===== config.mk =====
export PLATFORM = sky130hd
export DESIGN_NAME = sound_mixer
export DESIGN_NICKNAME = d
export VERILOG_FILES = /design/src/rtl/sound_mixer.sv
export SDC_FILE = /design/constraint.sdc
export NUM_CORES = 1
export LEC_CHECK = 0
export CAP_MARGIN = 20
export CORE_ASPECT_RATIO = 0.75
export CORE_MARGIN = 4
export CORE_UTILIZATION = 60
export DETAILED_ROUTE_END_ITERATION = 10
export PLACE_DENSITY = 0.88
export SETUP_SLACK_MARGIN = 0.02
export SLEW_MARGIN = 20
export SYNTH_ARGS = -nofsm -noshare
export SYNTH_HDL_FRONTEND = slang
export SYNTH_SLANG_ARGS = --single-unit

===== constraint.sdc =====
create_clock -name clk_4e -period 21.7 [get_ports clk_4e]
set_input_delay 4.34 -clock clk_4e [delete_from_list [all_inputs] [get_ports clk_4e]]
set_output_delay 4.34 -clock clk_4e [all_outputs]
set_load 0.1 [all_outputs]

===== src/rtl/sound_mixer.sv =====
// sound_mixer: multi-channel DAC sample mixer with per-channel gain/mute, saturating sum and output FIFO
module sound_mixer #(
  parameter int CHANNELS   = 2,
  parameter int IN_WIDTH   = 8,
  parameter int GAIN_WIDTH = 8,
  parameter int OUT_WIDTH  = 16,
  parameter int RATE_DIV   = 80,
  parameter int DEPTH      = 4
) (
  input  logic                           clk_4e,
  input  logic                           rst,
  input  logic                           enable,
  input  logic [CHANNELS-1:0]            ch_en,
  input  logic [CHANNELS*IN_WIDTH-1:0]   ch_value,
  input  logic [CHANNELS*GAIN_WIDTH-1:0] ch_gain,
  input  logic [CHANNELS-1:0]            ch_mute,
  output logic                           out_valid,
  input  logic                           out_ready,
  output logic [OUT_WIDTH-1:0]           out_data,
  output logic [$clog2(DEPTH):0]         fifo_level,
  output logic                           overrun,
  output logic [7:0]                     overrun_count
);
  localparam int SW  = IN_WIDTH + GAIN_WIDTH - 1;
  localparam int AW  = SW + $clog2(CHANNELS) + 2;
  localparam int PRW = IN_WIDTH + GAIN_WIDTH + 2;
  localparam int KW  = CHANNELS > 1 ? $clog2(CHANNELS) : 1;
  localparam int CW  = RATE_DIV > 1 ? $clog2(RATE_DIV) : 1;
  localparam int PW  = $clog2(DEPTH);
  localparam int HI  = (1 << (SW - 1)) - 1;
  localparam int LO  = -HI - 1;
  localparam logic [IN_WIDTH-1:0] MID = IN_WIDTH'(1 << (IN_WIDTH - 1));
  localparam logic [1:0] IDLE = 2'd0, ACCUM = 2'd1, SAT = 2'd2, PUSH = 2'd3;
  logic [IN_WIDTH-1:0]     hold_q [CHANNELS], hold_d [CHANNELS];
  logic [GAIN_WIDTH-1:0]   gain_a [CHANNELS];
  logic [1:0]              state_q, state_d;
  logic [CW-1:0]           count_q, count_d;
  logic [KW-1:0]           k_q, k_d;
  logic signed [AW-1:0]    acc_q, acc_d;
  logic [OUT_WIDTH-1:0]    frame_q, frame_d;
  logic [OUT_WIDTH-1:0]    mem_q [DEPTH], mem_d [DEPTH];
  logic [PW-1:0]           wr_q, wr_d, rd_q, rd_d;
  logic [PW:0]             lvl_q, lvl_d;
  logic [OUT_WIDTH-1:0]    out_q, out_d;
  logic                    overrun_q, overrun_d;
  logic [7:0]              ovc_q, ovc_d;
  logic                    tick, start, last, push, pop, accept;
  logic signed [IN_WIDTH:0]   diff;
  logic signed [GAIN_WIDTH:0] gain;
  logic signed [PRW-1:0]      prod;
  logic [SW-1:0]              sat_v;
  always_comb begin
    for (int i = 0; i < CHANNELS; i++) begin
      hold_d[i] = ch_en[i] ? ch_value[i*IN_WIDTH +: IN_WIDTH] : hold_q[i];
      gain_a[i] = ch_gain[i*GAIN_WIDTH +: GAIN_WIDTH];
    end
    tick = enable && count_q == CW'(RATE_DIV - 1);
    start = tick && state_q == IDLE;
    last = k_q == KW'(CHANNELS - 1);
    count_d = enable && !tick ? count_q + CW'(1) : '0;
    state_d = state_q == IDLE ? (start ? ACCUM : IDLE) :
              state_q == ACCUM ? (last ? SAT : ACCUM) :
              state_q == SAT ? PUSH : IDLE;
    k_d = state_q == ACCUM ? k_q + KW'(1) : '0;
    diff = $signed({1'b0, hold_q[k_q]}) - $signed({1'b0, MID});
    gain = $signed({1'b0, gain_a[k_q]});
    prod = ch_mute[k_q] ? '0 : PRW'(diff) * PRW'(gain);
    acc_d = start ? '0 : state_q == ACCUM ? acc_q + AW'(prod) : acc_q;
    sat_v = acc_q > AW'(HI) ? SW'(HI) : acc_q < AW'(LO) ? SW'(LO) : acc_q[SW-1:0];
    frame_d = state_q == SAT ? OUT_WIDTH'(sat_v) << (OUT_WIDTH - SW) : frame_q;
    push = state_q == PUSH;
    pop = lvl_q != '0 && out_ready;
    accept = push && (lvl_q != (PW+1)'(DEPTH) || pop);
    wr_d = wr_q + PW'(accept);
    rd_d = rd_q + PW'(pop);
    lvl_d = lvl_q + (PW+1)'(accept) - (PW+1)'(pop);
    for (int j = 0; j < DEPTH; j++) mem_d[j] = accept && wr_q == PW'(j) ? frame_q : mem_q[j];
    out_d = lvl_d != '0 ? mem_d[rd_d] : out_q;
    overrun_d = push && !accept;
    ovc_d = overrun_d && ovc_q != 8'hFF ? ovc_q + 8'd1 : ovc_q;
  end
  always_ff @(posedge clk_4e) begin
    if (rst) begin
      hold_q    <= '{default: MID};
      state_q   <= IDLE;
      count_q   <= '0;
      k_q       <= '0;
      acc_q     <= '0;
      frame_q   <= '0;
      mem_q     <= '{default: '0};
      wr_q      <= '0;
      rd_q      <= '0;
      lvl_q     <= '0;
      out_q     <= '0;
      overrun_q <= 1'b0;
      ovc_q     <= '0;
    end else begin
      hold_q    <= hold_d;
      state_q   <= state_d;
      count_q   <= count_d;
      k_q       <= k_d;
      acc_q     <= acc_d;
      frame_q   <= frame_d;
      mem_q     <= mem_d;
      wr_q      <= wr_d;
      rd_q      <= rd_d;
      lvl_q     <= lvl_d;
      out_q     <= out_d;
      overrun_q <= overrun_d;
      ovc_q     <= ovc_d;
    end
  end
  assign out_valid     = lvl_q != '0;
  assign out_data      = out_q;
  assign fifo_level    = lvl_q;
  assign overrun       = overrun_q;
  assign overrun_count = ovc_q;
endmodule


==> run metrics <==
status finished, final reports clean; Max VDD drop ~0.074 mV; Slew HR 0.319; Area growth, synth to finish 13.2%; synthesized area per cell around 8.2 um2; global placer's final weighted congestion between 0.9 and 1; register area share after synthesis 0.313; DR DRC count 0; nets ~1400; asr flop ratio synth 0; largest net degree at the start of global routing a little under 100; Post-synth EDFFs 0; CP Max Fanout 8; slowest stage delay, CP approximately 0.6 ns; Die H 119 um; Static Leak 4.69 nW; hold_buf cts 0; Worst-Skew Late Latency ~0.42 ns; Pwr per Cell Area around 100 mW/mm2; gr ovfl total 0; max_cap viols 0; TritonCTS clock tree built; most common library cells after synthesis 180 x nor2_1, 155 x dfxtp_1, 154 x nand2_1; share of cells above drive strength 1 0.0580; Site Rows 40; prevailing post-synth register cell dfxtp_1; global-route wire length before repair 39400 um; initial antenna violation count 0; Worst Path Arrival approximately 11 ns; die area roughly 0.019 mm2; post-layout min period 10.72 ns; WL/cell about 16 um; Startpoint Class primary input; Min Hold Slack 0.436 ns; Post-Syn Nets around 1400; postcts setup bufs 0; total core area 0.0161 mm2; Cells after Synth ~1200; Max Buffers Root-to-Sink 2; Hold Crit Class reg -> reg; Register Area 0.00310 mm2; fin crit share 0.494; vias per cell ~5.8; RSZ-0062 raised after global routing false; total track usage 0.258; fmax between 90 and 100 MHz; Clock Sinks about 160; Max H-tree Level 4; Final ANT Viol Nets 0; Hold Fails Final Rpt 0; Port Buffer Count between 60 and 70; DP Worst Slack ~11 ns; Root Driver clkbuf_16; DRT iter0 DRCs between 800 and 900; Multi-input gate area 0.00616 mm2; IO Pins 69; TritonCTS buffer count 17; fillers 1211; final setup TNS 0 ns; Final Total Pwr roughly 1.1 mW; First-pass DRT Iterations 5; post-synth top area cell dfxtp_1; fin util 0.697; Pins Over Slew Limit 0; most frequent CP cell inv_1; Worst Clk Skew around 0.015 ns; slowest CP cell mux2i_1; Post-Syn Area approximately 0.0099 mm2; Worst Tran Pin Value ~1.0 ns; Final setup viols 0; CP Capture Type register; worst setup margin roughly 11 ns; count leader, synth nor2_1; Initial Util 0.616; die width around 160 um; Seq cells post-synth about 160; vias in the first global route around 8300; Ys Warns 0; critical path class in -> reg; cts repair resizes 0; required time of the worst setup path about 22 ns; Yosys top cell area share 0.313; vias 8534; Reg clk slew, reported paths approximately 0.06 ns; synth top area cells dfxtp_1 31%, fa_1 12%, ha_1 7.3%; number of diodes 0; DPL Wire Length ~17000 um; final wirelength around 24000 um; Distinct cells, synth 63
## worst paths after layout
| check | startpoint | to | slack [ns] | cells after the start |
|---|---|---|---|---|
| hold / removal | mem_q[0]$_SDFF_PP0_ | mem_q[0]$_SDFF_PP0_ | 0.44 | 2 |
| setup reg to reg | k_q$_SDFF_PP0_ | acc_q[17]$_SDFFE_PP0P_ | 14.41 | 28 |
| hold reg to reg | mem_q[0]$_SDFF_PP0_ | mem_q[0]$_SDFF_PP0_ | 0.44 | 2 |
| setup / recovery | ch_gain[11] | acc_q[17]$_SDFFE_PP0P_ | 10.98 | 27 |
## metrics by stage
| step | instances | cell area (um2) |
|---|---|---|
| CTS | 1467 | 11200 |
| global placement | 1436 | 10600 |
| detailed placement | 1436 | 10600 |
| global route | 1468 | 11200 |
| finish | 1468 | 11200 |
| floorplan | 1213 | 9920 |
## routing by layer
layer  track usage  routed length, um
met3        0.0603               2140
met2         0.399              10700
met4        0.0753                381
met1         0.362              10500
met5             0                  0
## sequential cells by signal (all words and copies together) (netlist names)
| register | flops |
|---|---|
| frame_q | 15 |
| wr_q | 2 |
| state_q | 2 |
| k_q | 1 |
| rd_q | 2 |
| overrun | 1 |
| overrun_count | 8 |
| fifo_level | 3 |
| mem_q | 64 |
| acc_q | 18 |
| hold_q | 16 |
| out_data | 16 |
| count_q | 7 |
## cells by family (layout without fill, tap and decap cells)
family / count (synthesis) / in the layout / synth area share
xor+xnor: 38 / 38 / 0.0335
mux: 58 / 58 / 0.0595
fa+ha+maj: 116 / 116 / 0.190
simple gates: 456 / 456 / 0.205
compound gates: 222 / 222 / 0.132
buf+inv: 168 / 213 / 0.0678
flops: 155 / 155 / 0.313
## final cells by class
class	count	share of cell area
multi-input combinational	890	0.548
sequential	155	0.276
timing repair buffer	73	0.0640
clock buffer	22	0.0413
inverter	109	0.0369
tap	210	0.0234
clock inverter	9	0.0102
## where the power goes
| part | total, mW | internal, mW | switching [mW] |
|---|---|---|---|
| Combinational | 0.534 | 0.182 | 0.352 |
| Sequential | 0.311 | 0.301 | 0.00936 |
| Clock | 0.291 | 0.175 | 0.116 |
| Total | 1.14 | 0.659 | 0.477 |
## layout by cell type (no fill, tap or decap), drive strengths merged, types with 13 or more instances in the layout
master         count
dfxtp            155
o21ai             31
o22ai             30
inv              110
ha                58
clkbuf            22
nor2             182
nand2            156
a211oi            20
nor3              30
nand3             14
and3              13
a21oi            111
clkdlybuf4s50     67
xor2              16
mux2i             50
xnor2             22
fa                58
## critical path: cells and delay by family
kind	cells	cell delay, ns
and+or+nand+nor	7	1.34
buffers and inverters	6	0.78
muxes	1	0.60
AOI/OAI and AO/OA	5	0.81
adders and majority gates	6	2.88
xor gates and xnor gates	2	0.33
Power figures use the tool's default switching activity.
